===== config.mk =====
export PLATFORM = sky130hd
export DESIGN_NAME = rng_dac_scheduler
export DESIGN_NICKNAME = d
export VERILOG_FILES = /design/src/rtl/rng_dac_scheduler.sv
export SDC_FILE = /design/constraint.sdc
export NUM_CORES = 1
export LEC_CHECK = 0
export BUFFER_PORTS_ARGS = -buffer_cell sky130_fd_sc_hd__buf_2
export CAP_MARGIN = 5
export CORE_MARGIN = 8
export CORE_UTILIZATION = 32
export CTS_BUF_LIST = sky130_fd_sc_hd__clkbuf_16
export CTS_CLUSTER_DIAMETER = 40
export DETAILED_ROUTE_END_ITERATION = 6
export HOLD_SLACK_MARGIN = 0.1
export PLACE_DENSITY = 0.51
export SLEW_MARGIN = 20
export SYNTH_ARGS = -nofsm -noshare
export SYNTH_HDL_FRONTEND = slang
export SYNTH_SLANG_ARGS = --single-unit

===== constraint.sdc =====
create_clock -name qzt_clk -period 4.6 [get_ports qzt_clk]
set_clock_uncertainty 0.15 [all_clocks]
set_input_delay 0.69 -clock qzt_clk [delete_from_list [all_inputs] [get_ports qzt_clk]]
set_output_delay 0.69 -clock qzt_clk [all_outputs]
set_load 0.05 [all_outputs]

===== src/rtl/rng_dac_scheduler.sv =====
// rng_dac_scheduler: shares one serial DAC between the periodic RNG sample
// path and host writes. A tick counter raises a pending sample request, an
// IDLE-state arbiter grants RNG or host (round-robin on contention), and the
// granted word is shifted MSB-first on dac_sclk/dac_din framed by dac_sync_n.
module rng_dac_scheduler #(
   parameter int DATA_W         = 14,
   parameter int SCLK_DIV       = 4,
   parameter int DEFAULT_PERIOD = 250000
) (
   input  logic              qzt_clk,
   input  logic              reset,
   input  logic              enable,
   input  logic [29:0]       period,
   input  logic              hold,
   input  logic              rng_valid,
   input  logic [DATA_W-1:0] rng_data,
   output logic              rng_ack,
   input  logic              host_req,
   input  logic [DATA_W-1:0] host_data,
   output logic              host_ack,
   output logic              dac_sclk,
   output logic              dac_din,
   output logic              dac_sync_n,
   output logic              busy,
   output logic              last_src,
   output logic [DATA_W-1:0] dac_word,
   output logic              overrun
);

   localparam int PH_W  = $clog2(2 * SCLK_DIV);
   localparam int BIT_W = (DATA_W > 1) ? $clog2(DATA_W) : 1;
   localparam logic [PH_W-1:0]  PH_HI   = PH_W'(SCLK_DIV - 1);
   localparam logic [PH_W-1:0]  PH_END  = PH_W'(2 * SCLK_DIV - 1);
   localparam logic [BIT_W-1:0] BIT_END = BIT_W'(DATA_W - 1);

   typedef enum logic [1:0] {IDLE, GRANT, SHIFT, DONE} state_t;

   state_t             state;
   state_t             state_nxt;
   logic [29:0]        cnt;
   logic [29:0]        per;
   logic               tick;
   logic               pending;
   logic               rng_el;
   logic               host_el;
   logic               grant_go;
   logic               grant_host;
   logic               rng_clr;
   logic [PH_W-1:0]    ph;
   logic [BIT_W-1:0]   bit_idx;
   logic [DATA_W-1:0]  sreg;
   logic [DATA_W-1:0]  word;

   assign busy = (state != IDLE);

   // Effective tick period and tick strobe; >= so a lowered period fires at once.
   always_comb begin
      per  = (period == 30'd0) ? 30'(DEFAULT_PERIOD) : period;
      tick = enable && (cnt >= (per - 30'd1));
   end

   // Arbitration in IDLE and next-state logic for the frame sequencer.
   always_comb begin
      state_nxt  = state;
      rng_el     = 1'b0;
      host_el    = 1'b0;
      grant_go   = 1'b0;
      grant_host = 1'b0;
      case (state)
         IDLE: begin
            rng_el     = pending & rng_valid & ~hold;
            host_el    = host_req & ~hold;
            grant_go   = rng_el | host_el;
            // On contention the source that did not win last time gets the grant.
            grant_host = host_el & (~rng_el | ~last_src);
            if (grant_go) state_nxt = GRANT;
         end
         GRANT:   state_nxt = SHIFT;
         SHIFT:   if (ph == PH_END && bit_idx == BIT_END) state_nxt = DONE;
         DONE:    state_nxt = IDLE;
         default: state_nxt = IDLE;
      endcase
      rng_clr = grant_go & ~grant_host;
   end

   // State register.
   always_ff @(posedge qzt_clk) begin
      if (reset) state <= IDLE;
      else       state <= state_nxt;
   end

   // Sample-period counter: held at zero while disabled, keeps running while busy.
   always_ff @(posedge qzt_clk) begin
      if (reset)                cnt <= 30'd0;
      else if (!enable || tick) cnt <= 30'd0;
      else                      cnt <= cnt + 30'd1;
   end

   // Pending sample flag and sticky overrun; a tick coinciding with an RNG grant
   // re-arms pending without counting as an overrun.
   always_ff @(posedge qzt_clk) begin
      if (reset) begin
         pending <= 1'b0;
         overrun <= 1'b0;
      end else if (tick) begin
         pending <= 1'b1;
         if (pending && !rng_clr) overrun <= 1'b1;
      end else if (rng_clr) begin
         pending <= 1'b0;
      end
   end

   // Word capture, acks and serial shifter (low phase then high phase per bit).
   always_ff @(posedge qzt_clk) begin
      if (reset) begin
         rng_ack    <= 1'b0;
         host_ack   <= 1'b0;
         dac_sclk   <= 1'b0;
         dac_din    <= 1'b0;
         dac_sync_n <= 1'b1;
         last_src   <= 1'b1;
         dac_word   <= '0;
         sreg       <= '0;
         word       <= '0;
         ph         <= '0;
         bit_idx    <= '0;
      end else begin
         rng_ack  <= grant_go & ~grant_host;
         host_ack <= grant_go & grant_host;
         case (state)
            IDLE: begin
               if (grant_go) begin
                  sreg     <= grant_host ? host_data : rng_data;
                  word     <= grant_host ? host_data : rng_data;
                  last_src <= grant_host;
               end
            end
            GRANT: begin
               dac_sync_n <= 1'b0;
               dac_sclk   <= 1'b0;
               dac_din    <= sreg[DATA_W-1];
               ph         <= '0;
               bit_idx    <= '0;
            end
            SHIFT: begin
               ph <= ph + PH_W'(1);
               if (ph == PH_HI) dac_sclk <= 1'b1;
               if (ph == PH_END) begin
                  ph       <= '0;
                  dac_sclk <= 1'b0;
                  if (bit_idx == BIT_END) begin
                     dac_sync_n <= 1'b1;
                     dac_din    <= 1'b0;
                     dac_word   <= word;
                  end else begin
                     sreg    <= {sreg[DATA_W-2:0], 1'b0};
                     dac_din <= sreg[DATA_W-2];
                     bit_idx <= bit_idx + BIT_W'(1);
                  end
               end
            end
            default: ;
         endcase
      end
   end

endmodule

==> run summary <==
FLOORPLAN
---------------------------------------------------------------------------------------
Cell row count                                                                       46
IO Pins                                                                              86
Die Y-Extent                                                                     142 um
Width of the die                                                                 142 um
Area of the die                                                              0.0201 mm2
Starting Density                                                                  0.322
Core Footprint                                                               0.0157 mm2

WORST SETUP PATH
---------------------------------------------------------------------------------------
Worst Path Arrival                                                              4150 ps
Maximum fanout along the worst path                                                   8
Critical Path RT                                                                4680 ps
Startpoint type of the worst setup path                                       input pin
Setup crit end kind                                                                flop
Critical path class                                                        input pin to flop

POWER
---------------------------------------------------------------------------------------
Power Dens Cells                                                             393 mW/mm2
Worst ir drop on vdd                                                             201 uV
Leakage component of the power                                                  2.52 nW

STA
---------------------------------------------------------------------------------------
Sum of negative setup slack                                                        0 ps
Number of hold violations in the final report                                         0
Final worst setup slack                                                          533 ps
Max-slew headroom at the worst pin                                                0.429
Minimum clock period after layout                                               4070 ps
Worst slew pin tran                                                              854 ps
Final hold slack                                                                 310 ps
Timing-limited maximum frequency                                                246 MHz
Setup repair after global routing missed its margin                                  no
Fin. max-slew vios                                                                    0
Crit share post-route                                                             0.884
Setup violation total in the final timing report                                      0

SYNTHESIS
---------------------------------------------------------------------------------------
Syn Std Cell Area                                                           0.00505 mm2
Cell count after synthesis                                                          595
Post-synth EDFFs                                                                      0
Top cell types by occurrence after synthesis                               nor2_1 (105), dfxtp_1 (89), nand2_1 (45)
Most instantiated flip-flop cell in the synthesis netlist                       dfxtp_1
Synth Area per Inst                                                            8.49 um2
Share of synthesized area spent on multiplexers                                  0.0833
Yosys top cell area share                                                         0.353
Count of different cell masters after synthesis                                      50
Flip-flop and latch count after synthesis                                            89
Total number of yosys warnings                                                        0
Register area share after synthesis                                               0.353
Largest family of logic cells by synthesized area                          simple AND/OR/NAND/NOR gates
Simple-gate area share of the yosys netlist                                       0.243
Main area contributors after synthesis                                     dfxtp_1 (35%), ha_1 (9.9%), mux2i_1 (8.3%), nor2_1 (7.8%), xor2_1 (4.9%)
Compound-gate portion of the synthesized area                                    0.0994
Area share of xor/xnor cells in the synthesized design                           0.0937
Most instantiated library cell after synthesis                                   nor2_1
Leading area contributor after synthesis                                        dfxtp_1
Fraction of synthesis flops using an asynchronous set or reset pin                    0
Fraction of the mapped netlist area in adder cells                               0.0991
Syn_nets                                                                            699

GLOBAL ROUTING
---------------------------------------------------------------------------------------
Total GRT Usage                                                                   0.127
First-pass GRT wire length                                                     20700 um
Vias in the first global route                                                     4320
Number of antenna violations at the first check in global routing                     0
Total congestion overflow after global routing                                        0
Largest net degree at the start of global routing                                    61

LAYOUT
---------------------------------------------------------------------------------------
Area of combinational cells with multiple inputs                            0.00314 mm2
Layout Area Growth over Synthesis                                                 21.0%
Final-layout fill cell count                                                       1634
Number of antenna repair diodes                                                       0
Fraction of layout instances using a drive strength above 1                       0.189
# nets final                                                                        787
Sequential cell area                                                        0.00178 mm2
Final core utilization                                                            0.390

CLOCK TREE
---------------------------------------------------------------------------------------
Largest buffer count on any clock path                                                2
Clock net sink count                                                                 89
Clock tree from TritonCTS                                                          done
Cts-stage hold buffer count                                                           0
Number of gates resized after cts                                                     0
CTS HTree Levels                                                                      3
CTS root buffer                                                               clkbuf_16
Post-CTS setup buffer count                                                           0
Clock buffer count from CTS                                                           9
Clock transition at the registers of the reported paths                           60 ps
Clock insertion delay at the later pin of the skew report                        340 ps

FLOW RUN
---------------------------------------------------------------------------------------
# Max-Cap Violations                                                                  0

DRT
---------------------------------------------------------------------------------------
Average wire per standard cell                                                  14.1 um
Count of antenna-violating nets left after detailed routing                           0
Total length of routed wires                                                   12700 um
Final routed DRC violation total                                                      0
Drt pass-1 iters                                                                      5
Number of violations reported at the end of detailed-routing iteration 0            233
Vias/cell                                                                          4.86
Number of vias in the routed layout                                                4390

OUTCOME
---------------------------------------------------------------------------------------
Result of the run                                                             completed

PLACE
---------------------------------------------------------------------------------------
Final RePlAce weighted congestion                                                 0.831
Setup slack at placement                                                         153 ps
Count of port buffers added during placement                                         85
Half-perimeter wire length of the detailed placement result                     9990 um

MIN PATH
---------------------------------------------------------------------------------------
Worst hold path class                                                      flop to flop

==> state kept, by name (all words and copies together), names as in the netlist, 2 cells and up <==
signal    count
bit_idx       4
cnt          30
ph            3
sreg         14
state         2
dac_word     14
word         14
==> through the flow <==
step	std cells	total power [W]	instance area [um2]
2_1_floorplan	595	0.00145	5050
5_1_grt	904	0.00254	6110
4_1_cts	904	0.00243	6110
3_5_place_dp	888	0.00163	5790
6_report	904	0.00240	6110
3_3_place_gp	888	0.00161	5780
==> report_power, final <==
group	internal (W)	total, W	leakage (nW)	switching, W
Sequential	0.000868	0.000920	0.722	0.0000515
Clock	0.000480	0.000794	0.157	0.000314
Combinational	0.000259	0.000689	1.64	0.000430
==> layout make-up <==
| class | count | area share |
|---|---|---|
| multi-input cells | 469 | 0.514 |
| inverters | 13 | 0.00799 |
| flip-flops and latches | 89 | 0.292 |
| clock inverters | 7 | 0.0162 |
| repair buffers | 101 | 0.0893 |
| well taps | 216 | 0.0442 |
| clock buffers | 9 | 0.0369 |
==> cells by family (layout without fill, tap and decap cells) <==
kind of cell	Yosys count	count (layout)
and+or+nand+nor	251	251
AOI/OAI and AO/OA	82	82
xor gates and xnor gates	54	54
buffers and inverters	37	130
muxes	42	42
DFF	89	89
adders and majority gates	40	40
==> final timing paths <==
kind | startpoint | endpoint | slack, ps | cells after the start
hold reg to reg | overrun | overrun | 310 | 2
setup reg to reg | state[0] | dac_word[2] | 2110 | 6
setup / recovery | period[0] | cnt[27] | 530 | 18
hold / removal | overrun | overrun | 310 | 2
==> metal layers <==
metal | GRT usage | up-vias | wire length, um
met5 | 0 | - | 0
met4 | 0.0447 | 0 | 260
met3 | 0.0343 | 15 | 652
met2 | 0.213 | 82 | 6080
met1 | 0.154 | 2026 | 5720
li1 | - | 2267 | -
==> placed cells by master, fill, tap and decap left out, drive strengths merged, types with 9 or more instances in the layout <==
master,instances
ha,40
nor3,14
nor4,11
nand2,46
clkbuf,9
and3,9
o21ai,24
inv,16
dfxtp,89
mux2i,42
xor2,28
xnor2,26
nor2,108
a211oi,16
nand3,21
a21oi,25
buf,101
nand4,14
==> worst max-delay path, stage by stage <==
cell	delay [ps]
buf_2	110
inv_1	90
ha_1	180
nor3b_1	260
buf_4	180
or3b_1	480
nor2_4	160
nand2_2	110
nor4_4	150
xnor2_1	100
ha_1	290
nand4_1	210
nor4_1	360
a221oi_1	150
and4b_1	200
nand2_1	160
buf_4	190
nor2_1	60
(Power assumes the default switching activity.)
